`src/rtl/fetch_stage.sv`:
```
// rtl/fetch_stage.sv - instruction fetch stage with 2-entry FIFO, branch redirect and halt (optional FETCH_STALL_CNT_EN stall counter)
module fetch_stage #(
    parameter logic [7:0] RESET_PC = 8'h00,
    parameter logic [3:0] HALT_OPC = 4'hF
) (
    input  logic        clk,
    input  logic        reset,
    output logic [7:0]  imem_addr,
    output logic        imem_req,
    input  logic [15:0] imem_rdata,
    input  logic        br_taken,
    input  logic [7:0]  br_target,
    input  logic        id_ready,
    output logic        if_valid,
    output logic [15:0] if_instr,
    output logic [7:0]  if_pc,
`ifdef FETCH_STALL_CNT_EN
    output logic [15:0] stall_cnt,
`endif
    output logic        halted
);

    typedef enum logic {ST_FETCH, ST_HALTED} state_t;

    state_t      state;
    state_t      state_next;
    logic [7:0]  pc;
    logic        inflight;
    logic [7:0]  req_pc;
    logic [15:0] q_instr [2];
    logic [7:0]  q_pc    [2];
    logic [1:0]  count;
    logic        flush;
    logic        pop;
    logic        push;
    logic        halt_hit;
    logic [2:0]  occupancy;

    // A redirect wins over everything else on the same edge.
    assign flush     = br_taken;
    // Outputs are masked while reset is high so the reset cycle itself shows idle values.
    assign if_valid  = (count != 2'd0) && !reset;
    assign if_instr  = if_valid ? q_instr[0] : 16'h0000;
    assign if_pc     = if_valid ? q_pc[0] : 8'h00;
    assign halted    = (state == ST_HALTED) && !reset;
    assign imem_addr = pc;
    assign pop       = if_valid && id_ready && !flush;
    // A word returning after halt was detected is speculative past the halt and is dropped.
    assign push      = inflight && !flush && (state == ST_FETCH);
    assign halt_hit  = push && (imem_rdata[15:12] == HALT_OPC);
    // Slots already committed after this edge: stored entries plus the returning word minus the pop.
    assign occupancy = {1'b0, count} + {2'b00, inflight} - {2'b00, pop};
    assign imem_req  = !reset && (state == ST_FETCH) && !br_taken && (occupancy < 3'd2);

    // Next-state: redirect resumes fetch, a pushed halt opcode stops it.
    always_comb begin
        state_next = state;
        if (br_taken) begin
            state_next = ST_FETCH;
        end else if (halt_hit) begin
            state_next = ST_HALTED;
        end
    end

    // State register.
    always_ff @(posedge clk) begin
        if (reset) begin
            state <= ST_FETCH;
        end else begin
            state <= state_next;
        end
    end

    // PC and outstanding-request tracking; req_pc tags the word returning next cycle.
    always_ff @(posedge clk) begin
        if (reset) begin
            pc       <= RESET_PC;
            inflight <= 1'b0;
            req_pc   <= 8'h00;
        end else if (br_taken) begin
            pc       <= br_target;
            inflight <= 1'b0;
        end else begin
            inflight <= imem_req;
            if (imem_req) begin
                pc     <= pc + 8'd1;
                req_pc <= pc;
            end
        end
    end

    // Two-entry FIFO, entry 0 is the head; simultaneous push/pop keeps the count.
    always_ff @(posedge clk) begin
        if (reset || flush) begin
            count <= 2'd0;
        end else begin
            case ({push, pop})
                2'b10: begin
                    q_instr[count[0]] <= imem_rdata;
                    q_pc[count[0]]    <= req_pc;
                    count             <= count + 2'd1;
                end
                2'b01: begin
                    q_instr[0] <= q_instr[1];
                    q_pc[0]    <= q_pc[1];
                    count      <= count - 2'd1;
                end
                2'b11: begin
                    if (count == 2'd1) begin
                        q_instr[0] <= imem_rdata;
                        q_pc[0]    <= req_pc;
                    end else begin
                        q_instr[0] <= q_instr[1];
                        q_pc[0]    <= q_pc[1];
                        q_instr[1] <= imem_rdata;
                        q_pc[1]    <= req_pc;
                    end
                end
                default: begin
                end
            endcase
        end
    end

`ifdef FETCH_STALL_CNT_EN
    // Saturating count of cycles where decode back-pressured a valid instruction.
    always_ff @(posedge clk) begin
        if (reset) begin
            stall_cnt <= 16'h0000;
        end else if (if_valid && !id_ready && (stall_cnt != 16'hFFFF)) begin
            stall_cnt <= stall_cnt + 16'd1;
        end
    end
`endif

endmodule

```
`config.mk`:
```
export PLATFORM = sky130hd
export DESIGN_NAME = fetch_stage
export DESIGN_NICKNAME = d
export VERILOG_FILES = /design/src/rtl/fetch_stage.sv
export SDC_FILE = /design/constraint.sdc
export NUM_CORES = 1
export LEC_CHECK = 0
export CORE_MARGIN = 3
export CORE_UTILIZATION = 55
export DETAILED_ROUTE_END_ITERATION = 10
export PLACE_DENSITY = 0.85
export SLEW_MARGIN = 20
export SYNTH_ARGS = -nofsm -noshare
export SYNTH_HDL_FRONTEND = slang
export SYNTH_SLANG_ARGS = --single-unit
```
`constraint.sdc`:
```
create_clock -name clk -period 14.9 [get_ports clk]
set_input_delay 3.725 -clock clk [delete_from_list [all_inputs] [get_ports clk]]
set_output_delay 3.725 -clock clk [all_outputs]
set_load 0.05 [all_outputs]
```
== Word level (Yosys, flattened, before mapping) ==
Memories as Yosys holds them, arrays and structs flattened.
Cells that the tools add are included.
Storage, ports and cells
  flip-flop bits (word level): 20
  RAM bits: 48
  input port bits: 28
  output and inout port bits: 35
  word-level logic and storage cells: 73
  memories kept: 2
Memories
  q_instr: depth 2, width 16, rd ports 2, clocked after Yosys merged registers in 0, write ports 2, line 30  | logic [15:0] q_instr [2];
  q_pc: depth 2, width 8, rd ports 2, clocked after Yosys merged registers in 0, write ports 2, line 31  | logic [7:0] q_pc [2];
Cells by class
  add/sub/neg operators: 5
  magnitude comparators: 1
  equal/unequal tests: 5
  mux-type cells: 29
  bitwise operators: 6
  reduce and logical (&&, ||, !) cells: 20
Operators with widths (count)
  two-way mux 16 bit: 4
  two-way mux 8 bit: 6
  two-way mux 1 bit: 18
  OR reduction 16 bit: 1
  logical AND 1 bit: 10
  adder 8 x 1 -> 8 bit, second input constant: 1
  OR reduction 8 bit: 1
  nonzero test 2 bit: 3
  equality test 2 x 1 -> 1 bit, second input constant: 2
  equality test 2 bit, second input constant: 2
  equality test 4 bit, second input constant: 1
  OR 1 bit: 4
  one-hot mux 2 bit (2 select lines): 1
  adder 2 x 1 -> 3 bit: 1
  less-than comparator 3 x 2 -> 1 bit, second input constant: 1
  subtractor 3 x 1 -> 3 bit: 1
  adder 2 x 1 -> 2 bit, second input constant: 1
  logical NOT 1 bit: 2
  inverter 1 bit: 2
  AND reduction 2 bit: 1
  OR reduction 2 bit: 1
  subtractor 2 x 1 -> 2 bit, second input constant: 1
  logical OR 1 bit: 1

== Depth between registers and ports, before layout ==
Gate-level depths: netlist of run 1.
  word-level depth: 12
  gate-level depth with buffers: 13

== Worst setup path after synthesis of run 1 ==
OpenSTA, ideal clock, no wires.
  kind: input-to-output
  start point: in br_taken
  end point: out imem_req
  arrival: 6.344 ns
  required time: 11.175 ns
  slack: 4.831 ns
  stages: 11
  path buffers: 2
  cell sequence: or2_1 > buf_6 > or3b_2 > inv_1 > ha_1 > nand2b_1 > fa_1 > nor4b_2 > nand2_1 > clkinv_1 > buf_2
Between the ends
  longest elaborated chain between the ends: 5
  elaborated cells on any way between the ends: 6
  classes of those cells: 1 x add/sub; 1 x order compare; 4 x reduce/logical
RTL lines
  start, declared: line 11  | input logic br_taken,
  logical NOT 1 bit (*): line 47, 53
  logical AND 1 bit: line 47  | assign pop = if_valid && id_ready && !flush;
  subtractor 3 x 1 -> 3 bit: line 52  | assign occupancy = {1'b0, count} + {2'b00, inflight} - {2'b00, pop};
  less-than comparator 3 x 2 -> 1 bit: line 53  | assign imem_req = !reset && (state == ST_FETCH) && !br_taken && (occupancy < 3'd2);
  logical AND 1 bit (*): line 53
  end, declared: line 9  | output logic imem_req,
Mark *: on every way between the ends. The rest lies on a longest branch, timed or not.

== Worst setup path after layout of run 1 ==
  start point: in reset
  end point: out imem_req
Between the ends
  longest elaborated chain between the ends: 7
  elaborated cells on any way between the ends: 9
  classes of those cells: 1 x add/sub; 1 x order compare; 7 x reduce/logical
RTL lines
  start, declared: line 7  | input logic reset,
  logical NOT 1 bit (*): line 42, 53
  logical AND 1 bit: line 42  | assign if_valid = (count != 2'd0) && !reset;
  logical AND 1 bit (2 in a row): line 47
  subtractor 3 x 1 -> 3 bit: line 52
  less-than comparator 3 x 2 -> 1 bit: line 53
  logical AND 1 bit (*): line 53
Marked as above.

==> results.json, run 1 <==
{
  "outcome": "completed",
  "insertedDiodeCount": 0,
  "hpwlAfterDp_mm": 3.986,
  "grt_setup_unrepaired": "false",
  "power.switching_fraction_pct": 22.31,
  "synthesis.area_mm2": 0.003059,
  "timing_hold_violations_final": 0,
  "finish.instance_area_mm2": 0.003930,
  "drt-wirelength-per-cell_um": 15.52,
  "cap_violations": 0,
  "htree_levels": 3,
  "final_max_slew_viol_count": 0,
  "critical_path_arrival_ns": 8.52,
  "layout_min_cycle_time_ns": 12.24,
  "synth_area_leader_cell": "sky130_fd_sc_hd__edfxtp_1",
  "cells_taking_the_most_area_after_synthesis": "sky130_fd_sc_hd__edfxtp_1 47%, sky130_fd_sc_hd__dfxtp_1 13%, sky130_fd_sc_hd__mux2_4 9.8%",
  "core-area_mm2": 0.005238,
  "share_clk_of_total_power_pct": 37.3,
  "worst_path_dominant_cell_family": "buffers and inverters",
  "clockRootBuffer": "sky130_fd_sc_hd__clkbuf_8",
  "critical_path.reg2reg.startpoint": "count[1]",
  "ys.flop_type": "sky130_fd_sc_hd__edfxtp_1",
  "synthesis.nets": 273,
  "drt.antenna.violating_nets": 0,
  "critical_path.cell_chain": "clkdlybuf4s50_1 > or2_1 > or3b_2 > inv_1 > ha_1 > nand2b_1 > fa_1 > nor4b_2 > nand2_1 > clkinv_1 > clkdlybuf4s50_1",
  "routed-via-count": 1985,
  "finalClockSkew_ns": 0.01042,
  "grt_max_degree": 26,
  "endpoint_kind": "output pin",
  "grt_first_pass_wirelength_mm": 9.604,
  "post_cts_hold_fix_bufs": 0,
  "number_of_synthesized_flops_with_an_enable_pin": 48,
  "cell_internal_pwr_mw": 0.3110,
  "netlist_instances": 237,
  "number_of_global_route_vias_before_repair": 1976,
  "crit_path_end": "imem_req",
  "post-cts-setup-buffers": 0,
  "start_kind": "primary input",
  "dr.pass1.iters": 4,
  "area_enclosed_by_the_die_boundary_mm2": 0.006493,
  "io_pins": 63,
  "area.growth.synth_to_final_pct": 28.47,
  "power_frac_comb_pct": 10.5,
  "ys_ff_latch": 68,
  "worst_skew_pair.late_latency_ns": 0.33,
  "start_util_pct": 58.41,
  "power.share.sequential_pct": 52.2,
  "critical_path.slowest_cell": "sky130_fd_sc_hd__clkdlybuf4s50_1",
  "timing.setup.tns_ns": 0,
  "placed_cell_area_mm2": 0.003732,
  "portBuffers": 62,
  "finalSetupViolCount": 0,
  "synth-warning-count": 0,
  "r2r-end": "imem_addr[0]",
  "tritoncts_buffer_count": 9,
  "worstMarginPinSlew_ns": 0.8126,
  "avgSynthCellArea_um2": 12.91,
  "cts_tree": "yes",
  "crit_type": "in -> out",
  "maxSlewHeadroom_pct": 45.66,
  "crit_buf_inv": 4,
  "synth-async-reset-ratio_pct": 0,
  "critPathMostFrequentCell": "sky130_fd_sc_hd__clkdlybuf4s50_1",
  "critPathMaxStageDelay_ns": 0.85,
  "post-route-drc-count": 0,
  "die_extent_in_y_um": 80.58,
  "min_period_over_period_pct": 82.17,
  "detail_route.vias_per_cell": 5.251,
  "clock.fmax_mhz": 81.68,
  "ctsLongestPathBuffers": 2,
  "drt_wl_total_mm": 5.865,
  "cts_sinks": 68,
  "switchingPower_mw": 0.08929,
  "power.ir.vdd_worst_uv": 62.06,
  "chip_width_um": 80.58,
  "gp_routability_congestion": 0.8089,
  "fin_total_pwr_mw": 0.4003,
  "global_route.overflow_total": 0,
  "utilization_pct": 75.04,
  "cp.required_ns": 11.18,
  "design.final.nets": 339,
  "grt.total_usage_pct": 20.13,
  "yosysTopAreaCellShare_pct": 47.12,
  "netlist-cell-type-count": 37,
  "antenna_violations_before_repair": 0,
  "dr.first_iter.drc_count": 144,
  "synth-seq-area-share_pct": 60.20,
  "static-leakage-power_nw": 1.470,
  "ff2ff_path_depth": 12,
  "clkSlewWorstSetupHoldPaths_ns": 0.07,
  "crit_path_max_fanout": 25,
  "pwr_density_cell_mw_per_mm2": 101.9,
  "timing.critical_path.from": "reset",
  "min_path_type": "reg -> reg",
  "rows": 26,
  "timing.reg2reg.setup_slack_ns": 10.98,
  "post_cts_resized": 0,
  "final_layout_size_suffix_gt1_share_pct": 14.94,
  "path_depth": 11
}
[state kept, by name, summed over array words and instances (netlist names)]
register and flops:
inflight 1, imem_addr 8, state 1, req_pc 8
q_instr 32, count 2, q_pc 16
[cells in the final DEF (no fill, tap or decap), drive strengths merged, types with 2 or more instances in the layout]
cell type,synthesis,routed
nand2b,6,6
a22oi,2,2
inv,8,8
ha,7,7
and2,24,24
clkdlybuf4s50,0,62
dfxtp,20,20
buf,5,4
a21oi,16,16
nand3,4,4
clkbuf,6,14
clkinv,1,2
edfxtp,48,48
and3,2,2
a31oi,3,3
nand2,28,28
mux2,24,24
o31a,4,4
xor2,2,2
o22ai,3,3
nor2,9,9
[cell type report]
cell class                      count  area [µm²]
Tap cell                           70       87.58
Sequential cell                    68        1842
Clock inverter                      2       35.03
Inverter                            9       33.78
Fill cell                         345        1308
Multi-Input combinational cell    149        1119
Timing Repair Buffer               66       650.6
Clock buffer                       14       162.7
[cell usage after synthesis, types with 2 or more instances]
cell type / number
sky130_fd_sc_hd__nand3_1: 4
sky130_fd_sc_hd__nand2b_1: 6
sky130_fd_sc_hd__ha_1: 7
sky130_fd_sc_hd__a22oi_1: 2
sky130_fd_sc_hd__clkbuf_1: 6
sky130_fd_sc_hd__o31a_1: 4
sky130_fd_sc_hd__dfxtp_1: 20
sky130_fd_sc_hd__mux2_2: 4
sky130_fd_sc_hd__buf_6: 4
sky130_fd_sc_hd__o22ai_1: 3
sky130_fd_sc_hd__and3_1: 2
sky130_fd_sc_hd__a21oi_1: 16
sky130_fd_sc_hd__nand2_1: 28
sky130_fd_sc_hd__a31oi_1: 3
sky130_fd_sc_hd__nor2_1: 9
sky130_fd_sc_hd__mux2_4: 20
sky130_fd_sc_hd__edfxtp_1: 48
sky130_fd_sc_hd__inv_1: 8
sky130_fd_sc_hd__and2_1: 24
sky130_fd_sc_hd__xor2_1: 2
[power groups by stage]
| stage | clock network, mW | logic [mW] | registers (mW) |
|---|---|---|---|
| final | 0.149 | 0.0420 | 0.209 |
| after global routing | 0.162 | 0.0452 | 0.209 |
| after CTS | 0.152 | 0.0422 | 0.209 |
| after detailed placement | 0 | 0.0418 | 0.213 |
| after global placement | 0 | 0.0410 | 0.213 |
| after floorplan | 0 | 0.0205 | 0.217 |
[logic make-up (layout without fill, tap and decap cells)]
logic type	Yosys count	after routing	synth area share [%]
DFF	68	68	60.20
and+or+nand+nor	79	79	13.33
buffers and inverters	20	91	3.476
xor gates and xnor gates	3	3	0.8591
adders and majority gates	8	8	3.517
AOI/OAI and AO/OA	35	35	7.321
muxes	24	24	11.29
[per-layer routing]
layer | routed length, µm | GRT usage (%)
met1 | 2601 | 25.39
met2 | 2904 | 32.95
met3 | 308 | 5.605
met4 | 51 | 7.601
met5 | 0 | 0
[worst min-delay path by stage]
stage                         start         end  slack (ns)  depth (start not counted)
after CTS                 req_pc[6]  q_pc[1][6]        0.47                          0
final                     req_pc[6]  q_pc[1][6]        0.46                          0
after floorplan           req_pc[7]  q_pc[1][7]        0.42                          0
after detailed placement  req_pc[6]  q_pc[1][6]        0.45                          0
after global routing      req_pc[7]  q_pc[1][7]        0.48                          0
after global placement    req_pc[7]  q_pc[1][7]        0.44                          0
[per-stage QoR]
step / std cells / hold WS (ns) / setup WS [ns]
6_report: 378 / 0.4644 / 2.657
3_3_place_gp: 362 / 0.4418 / 2.789
3_5_place_dp: 362 / 0.4537 / 2.709
4_1_cts: 378 / 0.4701 / 2.699
5_1_grt: 378 / 0.4848 / 2.366
2_1_floorplan: 237 / 0.4245 / 4.831
Note: power is estimated with default switching activity, not from simulation.
==> run 2: changes to the inputs <==
--- a/config.mk
+++ b/config.mk
@@ -6,9 +6,9 @@
 export NUM_CORES = 1
 export LEC_CHECK = 0
 export CORE_MARGIN = 3
-export CORE_UTILIZATION = 55
+export CORE_UTILIZATION = 51
 export DETAILED_ROUTE_END_ITERATION = 10
-export PLACE_DENSITY = 0.85
+export PLACE_DENSITY = 0.8
 export SLEW_MARGIN = 20
 export SYNTH_ARGS = -nofsm -noshare
 export SYNTH_HDL_FRONTEND = slang
==> constraint.sdc (replaced) <==
create_clock -name clk -period 12.5 [get_ports clk]
set_input_delay 3.125 -clock clk [delete_from_list [all_inputs] [get_ports clk]]
set_output_delay 3.125 -clock clk [all_outputs]
set_load 0.05 [all_outputs]
==> run 2 against run 1 <==
- core utilization fell by 5.2 points
- largest cell class unchanged
- clock power grew 24%
- via count is 1.6% lower
- combinational power grew 19%
- count of clock-buffer cells in the layout fell by 4
- largest power group unchanged
==> results.json, run 2 (same netlist as run 1, synthesis figures left out) <==
{
  "clkSlewWorstSetupHoldPaths_ns": 0.06,
  "grt.total_usage_pct": 16.39,
  "rows": 27,
  "grt_first_pass_wirelength_mm": 9.156,
  "post_cts_resized": 0,
  "cts_tree": "yes",
  "ctsLongestPathBuffers": 2,
  "clock.fmax_mhz": 90.62,
  "gp_routability_congestion": 0.8709,
  "fin_total_pwr_mw": 0.4841,
  "worstHoldEndpoint": "q_pc[1][5]",
  "insertedDiodeCount": 0,
  "pwr_density_cell_mw_per_mm2": 122.8,
  "critical_path.cell_chain": "clkdlybuf4s50_1 > or2_1 > or3b_2 > inv_1 > ha_1 > nand2b_1 > fa_1 > nor4b_2 > nand2_1 > clkinv_1 > clkdlybuf4s50_1",
  "register_bank_with_the_most_flops": "q_instr",
  "worstHoldPathCells": 0,
  "start_util_pct": 54.22,
  "start_kind": "primary input",
  "design.final.nets": 339,
  "cts_sinks": 68,
  "cap_violations": 0,
  "ff2ff_path_depth": 12,
  "post-cts-setup-buffers": 0,
  "portBuffers": 62,
  "global_route.usage.met3_pct": 6.120,
  "detail_route.vias_per_cell": 5.139,
  "timing.reg2reg.setup_slack_ns": 8.59,
  "finalClockSkew_ns": 0.008061,
  "static-leakage-power_nw": 1.477,
  "final_max_slew_viol_count": 0,
  "mostFrequentLayoutCell": "sky130_fd_sc_hd__clkdlybuf4s50_1",
  "globalRouteMet1Util_pct": 21.74,
  "use_met2_pct": 25.00,
  "min_period_over_period_pct": 88.28,
  "reg_top3": "q_instr (32), q_pc (16)",
  "cp.required_ns": 9.38,
  "grt_setup_unrepaired": "false",
  "crit_path_max_fanout": 25,
  "busiest_layer": "met2",
  "crit_type": "in -> out",
  "area.growth.synth_to_final_pct": 28.83,
  "finalSetupViolCount": 0,
  "min_path_type": "reg -> reg",
  "worstMarginPinSlew_ns": 0.8190,
  "timing.final.ws_setup_ns": 1.465,
  "clockRootBuffer": "sky130_fd_sc_hd__clkbuf_8",
  "largest_reg_flops": 32,
  "timing.critical_path.from": "reset",
  "worst_skew_pair.late_latency_ns": 0.33,
  "chip_width_um": 83.45,
  "endpoint_kind": "output pin",
  "critPathMaxStageDelay_ns": 0.85,
  "layout_min_cycle_time_ns": 11.03,
  "min_from": "req_pc[5]",
  "r2r-end": "imem_addr[0]",
  "final_layout_size_suffix_gt1_share_pct": 15.26,
  "dr.pass1.iters": 4,
  "io_pins": 63,
  "area_enclosed_by_the_die_boundary_mm2": 0.006964,
  "post-route-drc-count": 0,
  "core-area_mm2": 0.005642,
  "antenna_violations_before_repair": 0,
  "outcome": "completed",
  "critical_path.reg2reg.startpoint": "count[0]",
  "drt.antenna.violating_nets": 0,
  "dr.first_iter.drc_count": 173,
  "tritoncts_buffer_count": 9,
  "power.ir.vdd_worst_uv": 71.28,
  "number_of_global_route_vias_before_repair": 1935,
  "maxSlewHeadroom_pct": 45.23,
  "critical_path_arrival_ns": 7.91,
  "hpwlAfterDp_mm": 3.751,
  "die_extent_in_y_um": 83.45,
  "htree_levels": 3,
  "critical_path.slowest_cell": "sky130_fd_sc_hd__clkdlybuf4s50_1",
  "grt_max_degree": 26,
  "timing_hold_violations_final": 0,
  "post_cts_hold_fix_bufs": 0,
  "drt_wl_total_mm": 5.450,
  "placement.setup.worst_slack_ns": 1.448,
  "critPathMostFrequentCell": "sky130_fd_sc_hd__clkdlybuf4s50_1",
  "mostFrequentLayoutCells": "62 x sky130_fd_sc_hd__clkdlybuf4s50_1, 48 x sky130_fd_sc_hd__edfxtp_1, 28 x sky130_fd_sc_hd__nand2_1",
  "drt-wirelength-per-cell_um": 14.34,
  "routed-via-count": 1953,
  "timing.setup.tns_ns": 0,
  "global_route.overflow_total": 0
}
==> run 2: changes by cell type in the layout (fill, tap and decap cells not counted) <==
cell                        delta
sky130_fd_sc_hd__bufinv_16     +1
sky130_fd_sc_hd__clkbuf_1      -2
sky130_fd_sc_hd__clkbuf_8      -2
sky130_fd_sc_hd__clkinv_1      +1
sky130_fd_sc_hd__clkinv_2      +2
==> run 2: worst max-delay path by stage <==
stage          endpoint  slack (ns)  cells past startpoint
6_report       imem_req        1.47                     11
3_3_place_gp   imem_req        1.57                     11
5_1_grt        imem_req        1.18                     11
4_1_cts        imem_req        1.45                     11
2_1_floorplan  imem_req        3.63                     11
3_5_place_dp   imem_req        1.45                     11
==> run 2: stage by stage <==
stage          util [%]  hold WS [ns]  instances  cell area (µm²)
2_1_floorplan         -        0.4245        237             3059
3_3_place_gp      66.20        0.4389        364             3735
3_5_place_dp      66.20        0.4468        364             3735
4_1_cts           69.86        0.4638        380             3941
5_1_grt           69.86        0.4866        380             3941
6_report          69.86        0.4597        380             3941
==> run 2: metal layers <==
metal | vias to the layer above | wire [µm]
li1 | 974 | -
met1 | 891 | 2472
met2 | 81 | 2517
met3 | 7 | 403
met4 | 0 | 56
met5 | - | 0
==> run 2: cell type report <==
cell class / instances / area, µm²
clock buffer: 10 / 127.6
clock inverter: 6 / 78.83
fill: 380 / 1700
inverter: 9 / 33.78
multi-input combinational: 149 / 1119
sequential: 68 / 1842
tap: 72 / 90.09
timing repair buffer: 66 / 650.6
==> run 2: power by group <==
group | leakage, nW | total [mW] | internal [mW] | switching (mW)
clock network | 0.107 | 0.185 | 0.111 | 0.0745
logic | 0.767 | 0.0499 | 0.0230 | 0.0269
registers | 0.603 | 0.249 | 0.245 | 0.00433
total | 1.48 | 0.484 | 0.378 | 0.106
==> run 2: critical path: cells and delay by family <==
kind	cells	cell delay [ns]
buffers and inverters	4	2.31
adder cells (fa/ha/maj)	2	0.65
AND/OR/NAND/NOR	5	1.80
